[src/rtl/dds_pkg.sv]
// rtl/dds_pkg.sv - shared wave codes, pipeline latency and midscale helper for the DDS core
package dds_pkg;

  localparam logic [2:0] WAVE_SINE   = 3'd0;
  localparam logic [2:0] WAVE_SQUARE = 3'd1;
  localparam logic [2:0] WAVE_TRI    = 3'd2;
  localparam logic [2:0] WAVE_SAW    = 3'd3;

  // Clock edges from the apply edge to the first sample of the new setting
  localparam int DDS_LAT = 3;

  function automatic int dds_midscale(input int data_w);
    return 1 << (data_w - 1);
  endfunction

endpackage

[src/rtl/dds_sine_qrom.sv]
// rtl/dds_sine_qrom.sv - quarter-wave sine magnitude ROM with registered read
module dds_sine_qrom #(
  parameter int ADDR_W = 8,
  parameter int DATA_W = 11
) (
  input  logic              clk,
  input  logic              rst_n,
  input  logic [ADDR_W-1:0] addr_i,
  output logic [DATA_W-1:0] data_o
);

  localparam int DEPTH = 1 << ADDR_W;

  // Table entry k samples the quarter wave at the centre of bin k, so the
  // mirrored second quarter needs no extra offset.
  function automatic logic [DATA_W-1:0] rom_val(input int k);
    real x;
    real term;
    real s;
    x    = 1.5707963267948966 * (real'(k) + 0.5) / real'(DEPTH);
    s    = x;
    term = x;
    for (int n = 1; n < 10; n++) begin
      term = -term * x * x / real'((2 * n) * (2 * n + 1));
      s    = s + term;
    end
    return DATA_W'($rtoi(real'((1 << DATA_W) - 1) * s + 0.5));
  endfunction

  logic [DATA_W-1:0] rom_tab [DEPTH];
  logic [DATA_W-1:0] data_q;

  for (genvar k = 0; k < DEPTH; k++) begin : g_rom
    localparam logic [DATA_W-1:0] VAL = rom_val(k);
    assign rom_tab[k] = VAL;
  end

  // Registered table read
  always_ff @(posedge clk or negedge rst_n) begin
    if (!rst_n) data_q <= '0;
    else        data_q <= rom_tab[addr_i];
  end

  assign data_o = data_q;

endmodule

[src/rtl/dds_wave_gen.sv]
// rtl/dds_wave_gen.sv - phase-accumulator DDS core (optional phase dither via DDS_DITHER_EN)
module dds_wave_gen
  import dds_pkg::*;
#(
  parameter int PHASE_W = 32,
  parameter int ADDR_W  = 10,
  parameter int DATA_W  = 12
) (
  input  logic               clk,
  input  logic               rst_n,
  input  logic [2:0]         wave_sel_in,
  input  logic [PHASE_W-1:0] ftw_in,
  input  logic               dds_apply_pulse,
  output logic [DATA_W-1:0]  dac_data,
  output logic               dac_valid,
  output logic               wrap_pulse,
  output logic               apply_ack
);

  localparam int QA_W = ADDR_W - 2;
  localparam logic [DATA_W-1:0] MID = DATA_W'(dds_midscale(DATA_W));

  logic [2:0]         sel_q;
  logic [PHASE_W-1:0] ftw_q;
  logic [PHASE_W-1:0] phase_q;
  logic               armed_q;
  logic [PHASE_W:0]   sum_d;
  logic [DDS_LAT-1:0] ack_pipe_q;
  logic [DDS_LAT-1:0] wrap_pipe_q;
  logic [DDS_LAT-1:0] arm_pipe_q;

  // Top phase bits: MSB (half), next bit (quarter), then sample bits
  logic [DATA_W:0]    ptop_d;
  logic [QA_W-1:0]    q_d;
  logic [QA_W-1:0]    addr_d;
  logic [DATA_W-1:0]  val_d;
  logic               is_sine_d;

  logic [QA_W-1:0]    addr1_q;
  logic [DATA_W-1:0]  val1_q;
  logic               sine1_q;
  logic               neg1_q;
  logic [DATA_W-1:0]  val2_q;
  logic               sine2_q;
  logic               neg2_q;
  logic [DATA_W-2:0]  rom_data;
  logic [DATA_W-1:0]  mag;

  logic [DATA_W-1:0]  dac_q;
  logic               valid_q;
  logic               wrap_q;
  logic               ack_q;

  assign sum_d = {1'b0, phase_q} + {1'b0, ftw_q};

  // Setting latch and phase accumulator; an apply restarts the phase at 0
  always_ff @(posedge clk or negedge rst_n) begin
    if (!rst_n) begin
      sel_q   <= '0;
      ftw_q   <= '0;
      phase_q <= '0;
      armed_q <= 1'b0;
    end else if (dds_apply_pulse) begin
      sel_q   <= wave_sel_in;
      ftw_q   <= ftw_in;
      phase_q <= '0;
      armed_q <= 1'b1;
    end else begin
      phase_q <= sum_d[PHASE_W-1:0];
    end
  end

  // Side-band flags ride alongside the sample so they line up at the output
  always_ff @(posedge clk or negedge rst_n) begin
    if (!rst_n) begin
      ack_pipe_q  <= '0;
      wrap_pipe_q <= '0;
      arm_pipe_q  <= '0;
    end else begin
      ack_pipe_q  <= {ack_pipe_q[DDS_LAT-2:0], dds_apply_pulse};
      wrap_pipe_q <= {wrap_pipe_q[DDS_LAT-2:0], dds_apply_pulse | sum_d[PHASE_W]};
      arm_pipe_q  <= {arm_pipe_q[DDS_LAT-2:0], dds_apply_pulse | armed_q};
    end
  end

`ifdef DDS_DITHER_EN
  localparam int DITH_W = PHASE_W - ADDR_W - 2;
  logic [15:0]        lfsr_q;
  logic [PHASE_W-1:0] dith_d;
  logic [PHASE_W-1:0] pdith_d;

  // Galois LFSR x^16+x^14+x^13+x^11+1, free running
  always_ff @(posedge clk or negedge rst_n) begin
    if (!rst_n) lfsr_q <= 16'hACE1;
    else        lfsr_q <= {1'b0, lfsr_q[15:1]} ^ (lfsr_q[0] ? 16'hB400 : 16'h0000);
  end

  // Dither sits below the LUT resolution; square only looks at the MSB so it stays clean
  always_comb begin
    dith_d = '0;
    for (int i = 0; i < 16; i++) begin
      if (i < DITH_W) dith_d[i] = lfsr_q[i];
    end
    pdith_d = (sel_q == WAVE_SQUARE) ? phase_q : phase_q + dith_d;
    ptop_d  = pdith_d[PHASE_W-1 -: DATA_W+1];
  end
`else
  assign ptop_d = phase_q[PHASE_W-1 -: DATA_W+1];
`endif

  // Waveform decode and quarter-wave address for the sine path
  always_comb begin
    q_d       = ptop_d[DATA_W-2 -: QA_W];
    addr_d    = ptop_d[DATA_W-1] ? ~q_d : q_d;
    is_sine_d = 1'b0;
    val_d     = MID;
    case (sel_q)
      WAVE_SINE:   is_sine_d = 1'b1;
      WAVE_SQUARE: val_d = ptop_d[DATA_W] ? '0 : '1;
      WAVE_TRI:    val_d = ptop_d[DATA_W] ? ~ptop_d[DATA_W-1:0] : ptop_d[DATA_W-1:0];
      WAVE_SAW:    val_d = ptop_d[DATA_W -: DATA_W];
      default:     val_d = MID;
    endcase
  end

  // Stage 1: register decode results and ROM address
  always_ff @(posedge clk or negedge rst_n) begin
    if (!rst_n) begin
      addr1_q <= '0;
      val1_q  <= '0;
      sine1_q <= 1'b0;
      neg1_q  <= 1'b0;
    end else begin
      addr1_q <= addr_d;
      val1_q  <= val_d;
      sine1_q <= is_sine_d;
      neg1_q  <= ptop_d[DATA_W];
    end
  end

  dds_sine_qrom #(
    .ADDR_W (QA_W),
    .DATA_W (DATA_W - 1)
  ) u_qrom (
    .clk    (clk),
    .rst_n  (rst_n),
    .addr_i (addr1_q),
    .data_o (rom_data)
  );

  // Stage 2: carry decode results alongside the registered ROM read
  always_ff @(posedge clk or negedge rst_n) begin
    if (!rst_n) begin
      val2_q  <= '0;
      sine2_q <= 1'b0;
      neg2_q  <= 1'b0;
    end else begin
      val2_q  <= val1_q;
      sine2_q <= sine1_q;
      neg2_q  <= neg1_q;
    end
  end

  assign mag = DATA_W'(rom_data);

  // Output register; samples are held at midscale until the first setting arrives
  always_ff @(posedge clk or negedge rst_n) begin
    if (!rst_n) begin
      dac_q   <= MID;
      valid_q <= 1'b0;
      wrap_q  <= 1'b0;
      ack_q   <= 1'b0;
    end else begin
      if (arm_pipe_q[DDS_LAT-1]) begin
        dac_q <= sine2_q ? (neg2_q ? MID - DATA_W'(1) - mag : MID + mag) : val2_q;
      end
      valid_q <= arm_pipe_q[DDS_LAT-1];
      wrap_q  <= wrap_pipe_q[DDS_LAT-1];
      ack_q   <= ack_pipe_q[DDS_LAT-1];
    end
  end

  assign dac_data   = dac_q;
  assign dac_valid  = valid_q;
  assign wrap_pulse = wrap_q;
  assign apply_ack  = ack_q;

endmodule

[config.mk]
export PLATFORM = sky130hd
export DESIGN_NAME = dds_wave_gen
export DESIGN_NICKNAME = d
export VERILOG_FILES = /design/src/rtl/dds_pkg.sv /design/src/rtl/dds_sine_qrom.sv /design/src/rtl/dds_wave_gen.sv
export SDC_FILE = /design/constraint.sdc
export NUM_CORES = 1
export LEC_CHECK = 0
export BUFFER_PORTS_ARGS = -buffer_cell sky130_fd_sc_hd__buf_2
export CORE_MARGIN = 1
export CORE_UTILIZATION = 60
export CTS_BUF_LIST = sky130_fd_sc_hd__clkbuf_16
export CTS_CLUSTER_DIAMETER = 150
export DETAILED_ROUTE_END_ITERATION = 16
export PLACE_DENSITY_LB_ADDON = 0.1
export SYNTH_ARGS = -nofsm -noshare
export SYNTH_HDL_FRONTEND = slang
export SYNTH_SLANG_ARGS = --single-unit
[constraint.sdc]
create_clock -name clk -period 4.4 [get_ports clk]
set_clock_uncertainty 0.15 [all_clocks]
set_input_delay 1.1 -clock clk [delete_from_list [all_inputs] [get_ports clk]]
set_output_delay 1.1 -clock clk [all_outputs]
set_load 0.1 [all_outputs]
After elaboration in Yosys (flattened, before gate mapping)
Memories as Yosys holds them, arrays and structs flattened. A register that Yosys moved wholly into a read port is not among the register bits.
Cells that the tools add are included.
{"block": "op_classes", "reduce_logical": 2, "add_sub_neg": 3, "n_bitwise": 5, "eq_ne": 3, "muxes": 8}
{"op": "$mux W12", "n": 4}
{"op": "$pmux W12 S3", "n": 1}
{"op": "$add A32 B32 Y33", "n": 1}
{"op": "$mux W32", "n": 1}
{"op": "$add A12 B11 Y12 const A", "n": 1}
{"op": "$not A12 Y12", "n": 1}
{"op": "$sub A11 B11 Y12 const A", "n": 1}
{"op": "$not A8 Y9", "n": 1}
{"op": "$mux W8", "n": 1}
{"op": "$not A8 Y8", "n": 1}
{"op": "$eq A3 B2 Y1 const B", "n": 2}
{"op": "$eq A3 B1 Y1 const B", "n": 1}
{"op": "$logic_not A3 Y1", "n": 1}
{"op": "$or A1 B1 Y1", "n": 2}
{"op": "$logic_not A1 Y1", "n": 1}
{"op": "$mux W1", "n": 1}
{"block": "totals", "memories": 1, "rom_bits": 2816, "in_bits": 38, "wordCells": 40, "register_bits": 128}
{"memory": "(name not given)", "depth": 256, "word_bits": 11, "rd": 1, "rd_ports_with_merged_regs": 1, "wr": 0, "line_no": "dds_sine_qrom.sv:41", "rtl": "else data_q <= rom_tab[addr_i];"}

Logic depth before layout (Yosys ltp)
{"block": "logic_depth", "word_depth": 3, "ltp_mapped": 12, "mapped_depth_nobuf": 10}

Hierarchy
From an unflattened synthesis, not the netlist that was laid out.
{"block": "hier_totals", "hier_cells": 1141, "hier_area_um2": 9858.2}
{"module": "dds_wave_gen", "cells_each": 638, "seq_area_each_um2": 3204.3, "n_inst": 1, "area_per_inst_um2": 6585.1}
{"module": "dds_sine_qrom", "cells_each": 503, "seq_area_each_um2": 275.3, "n_inst": 1, "area_per_inst_um2": 3273.1}

Least setup slack after synthesis
Ideal clock, no wire load.
{"block": "synth_path", "kind": "reg-to-reg", "start": "reg addr1_q[0]", "end": "reg u_qrom.data_q[4], in the netlist u_qrom.data_o[4]", "required_ns": 4.112, "period_less_slack_ns": 3.091, "arrival_time_ns": 2.803, "setup_time_ns": 0.138, "path_buffers": 3, "stages_incl_launch_ff": 11, "setup_slack_ns": 1.309, "path_cell_list": "dfrtp_1 buf_2 clkbuf_1 inv_1 ha_1 buf_2 nor2b_1 a211oi_1 a21oi_1 mux4_2 mux4_2"}
{"block": "synth_via", "elab_chain_len": 1}
{"item": "start: declaration", "line_no": "dds_wave_gen.sv:39", "rtl": "logic [QA_W-1:0] addr1_q;"}
{"item": "start signal: assignment", "line_no": "dds_wave_gen.sv:134", "rtl": "addr1_q <= addr_d;"}
{"item": "$not A8 Y9 (not written as such)", "line_no": "dds_sine_qrom.sv:41"}
{"item": "end: declaration", "line_no": "dds_sine_qrom.sv:31", "rtl": "logic [DATA_W-1:0] data_q;"}
Every way passes these cells.
A chain may end at the register's enable or synchronous reset.

Worst setup path after layout
{"block": "layout_path", "start": "reg addr1_q[0]", "end": "reg u_qrom.data_q[3], in the netlist u_qrom.data_o[3]"}
Same word-level chain as after synthesis.

==> results.ini <==
[routing]
drt-pass1-iter-count = 6
ant_nets = 0
wl_per_cell_um = 19.0
drcViolationCount = 0
vias = 8089
totalWireLength_mm = 23.6
drt_iter0_drc = 880
viasPerCell = 6.50

[timing]
finalSetupViolCount = 0
worstMarginPinSlew_ns = 1.13
slew_headroom_pct = 24.6
period_share_pct = 72.1
fin_crit_ns = 3.17
fin_hold_ws_ns = 0.197
layout_setup_ws_ns = 1.23
hold_viol = 0
maxSlewViolCount = 0
clock.fmax_mhz = 315
fin_tns_setup_ns = 0
grt_setup_unrepaired = no

[finish]
seq_area_um2 = 3480
fin_cells = 1244
multi_input_area_um2 = 5410
fin_area_um2 = 10200
finalNetCount = 1128
area_growth_pct = 9.01
diodes = 0
drive_gt1_share_pct = 16.3
fillCellCount = 1257
final_util_pct = 67.0

[worst_setup_path]
worstRegToRegCells = 9
cp-start-kind = register
worstSetupPathType = reg -> reg
arrival_ns = 3.40
cp_max_fo = 21
reg2reg_slack_ns = 1.23
r2r-start = addr1_q[0]
crit_required_ns = 4.62
r2r_end = u_qrom.data_o[3]
critPathCaptureType = register

[clocking]
path_clk_slew_ns = 0.07
cts_tree = built
cts_hold_buf = 0
clock_path_buffers = 2
ctsResizeCount = 0
cts_setup_buffers = 0
cts-root-buf = clkbuf_16
cts_max_level = 4
cts_sinks = 139
cts_buffers = 17
insertion_delay_ns = 0.43

[hold_path]
min_path_type = reg -> reg
holdPathEnd = neg2_q
hold_path_startpoint = neg1_q
min_path_cells = 0

[place]
dp_cells = 1212
portBuffers = 52
pre_cts_ws_ns = 1.30
hpwl_mm = 16.1
placed_area_um2 = 9600
gp_congestion = 0.986

[die]
fp.coreArea_um2 = 15200
die_width_um = 127
io_pins = 53
num_rows = 45
die_y_um = 127
die_area_um2 = 16100
initial_core_util_pct = 61.5

[flow_run]
maxCapViolCount = 0

[outcome]
status = completed

[synthesis]
syn-num-nets = 1127
syn-instance-count = 1042
yosys.area_share.simple_pct = 14.3
ys_types = 73
synth_top_family_by_area = compound AO/OA/AOI/OAI gates
ys_ff_latch = 139
syn_avg_cell_area_um2 = 8.97
seq_area_frac_synth_pct = 37.2
synthAdderAreaFrac_pct = 6.37
synth-edff-count = 0
yosys_warnings = 0
muxShareOfSynthArea_pct = 8.85
synth_area_um2 = 9340
synth_async_sr_flop_share_pct = 100
synth-xor-area-share_pct = 4.78
synth_compound_area_share_pct = 23.6
ys.flop_type = dfrtp_1

[global_routing]
grt_pass1_vias = 7604
antenna_found_initial = 0
grt_usage_pct = 30.9
grt_overflow = 0
grt_start_max_net_pins = 79
grt_pass1_wl_mm = 39.0

[power_and_ir_drop]
ir_worst_vdd_v = 0.000434
p_leak_nw = 4.52
p_per_area_nw_per_um2 = 842
total_power_mw = 8.58

## synthesized netlist by cell type, types with 3 or more instances
cell         n  area share, %
a211oi_1    22            1.8
a21o_1      27            2.2
a21oi_1     96            5.1
a221oi_1     3           0.28
a22oi_1     12           0.96
a311oi_1     7           0.66
a31oi_1     13           0.87
and2_1       3           0.20
and3_1       3           0.20
buf_1       10           0.40
buf_2       23            1.2
clkbuf_1    48            1.9
dfrtp_1    138             37
ha_1        46            6.2
inv_1       23           0.92
mux2_2      51            6.1
mux2i_1      5           0.54
mux4_2       9            2.2
nand2_1     70            2.8
nand2b_1    10           0.67
nand3_1     14           0.75
nand3b_1     4           0.32
nand4_1      7           0.47
nor2_1     110            4.4
nor2b_1     17            1.1
nor3_1      28            1.5
o2111ai_1    3           0.28
o211a_1      3           0.32
o211ai_1    21            1.7
o21a_1       9           0.72
o21ai_0     67            3.6
o21ai_1      5           0.27
o21bai_1     4           0.32
o221ai_1     4           0.37
o22ai_1      7           0.47
o311ai_0    11            1.0
o31ai_1      7           0.56
or2_2        5           0.33
or3_1        4           0.27
or4_1        4           0.32
xnor2_1     24            2.2
xor2_1      27            2.5
## layout make-up
cell class,instances,area share [%]
Clock inverter,15,1.55
Inverter,24,0.885
Multi-Input combinational cell,795,53.1
Timing Repair Buffer,66,3.77
Tap cell,188,2.31
Sequential cell,139,34.2
Clock buffer,17,4.18
## critical path: stages (launching register included)
cell	delay [ns]
dfrtp_1	0.32
buf_4	0.27
inv_1	0.17
ha_1	0.52
nand2_1	0.36
o21ai_0	0.16
mux4_2	0.49
mux4_2	0.48
nor2_1	0.10
a31o_1	0.11
## flip-flops by register name, summed over array words and instances (netlist names)
| name | flops |
|---|---|
| wrap_pulse | 1 |
| ftw_q | 32 |
| neg1_q | 1 |
| u_qrom.data_o | 11 |
| val2_q | 12 |
| dac_valid | 1 |
| dac_data | 12 |
| armed_q | 1 |
| sine1_q | 1 |
| val1_q | 12 |
| sel_q | 3 |
| arm_pipe_q | 3 |
| neg2_q | 1 |
| ack_pipe_q | 3 |
| phase_q | 32 |
| addr1_q | 8 |
| apply_ack | 1 |
| sine2_q | 1 |
| wrap_pipe_q | 3 |
## where the power goes
part / total (mW) / switching (mW) / internal (mW)
clock: 1.42 / 0.622 / 0.803
combinational: 5.10 / 3.18 / 1.92
sequential: 2.05 / 0.414 / 1.64
## per-layer routing
layer	track usage (%)	vias to the layer above	share of wire, %
met5	0	-	0
met1	42.0	3806	43
met2	48.9	403	46
met4	13.3	0	3.1
met3	5.48	67	8.4
li1	-	3813	-
## cells by family after synthesis
group                    Yosys count
flip-flops                       139
AND/OR/NAND/NOR                  290
multiplexers                      65
adder cells (fa/ha/maj)           47
AO/OA/AOI/OAI                    342
XOR/XNOR                          51
buffers and inverters            108
## worst max-delay path by stage
| stage | start | end | slack (ns) |
|---|---|---|---|
| global route | addr1_q[0] | u_qrom.data_o[0] | 1.06 |
| detailed placement | addr1_q[0] | u_qrom.data_o[3] | 1.30 |
| CTS | addr1_q[0] | u_qrom.data_o[3] | 1.27 |
| finish | addr1_q[0] | u_qrom.data_o[3] | 1.23 |
| global placement | addr1_q[0] | u_qrom.data_o[2] | 1.37 |
| floorplan | addr1_q[0] | u_qrom.data_o[4] | 1.31 |
## layout by cell type (no fill, tap or decap), types with 28 or more instances in the layout
cell,instances
dfrtp_1,136
nor2_1,110
a21oi_1,96
nand2_1,70
o21ai_0,67
mux2_2,51
buf_2,51
ha_1,46
nor3_1,28
Note: power is estimated with default switching activity, not from simulation.
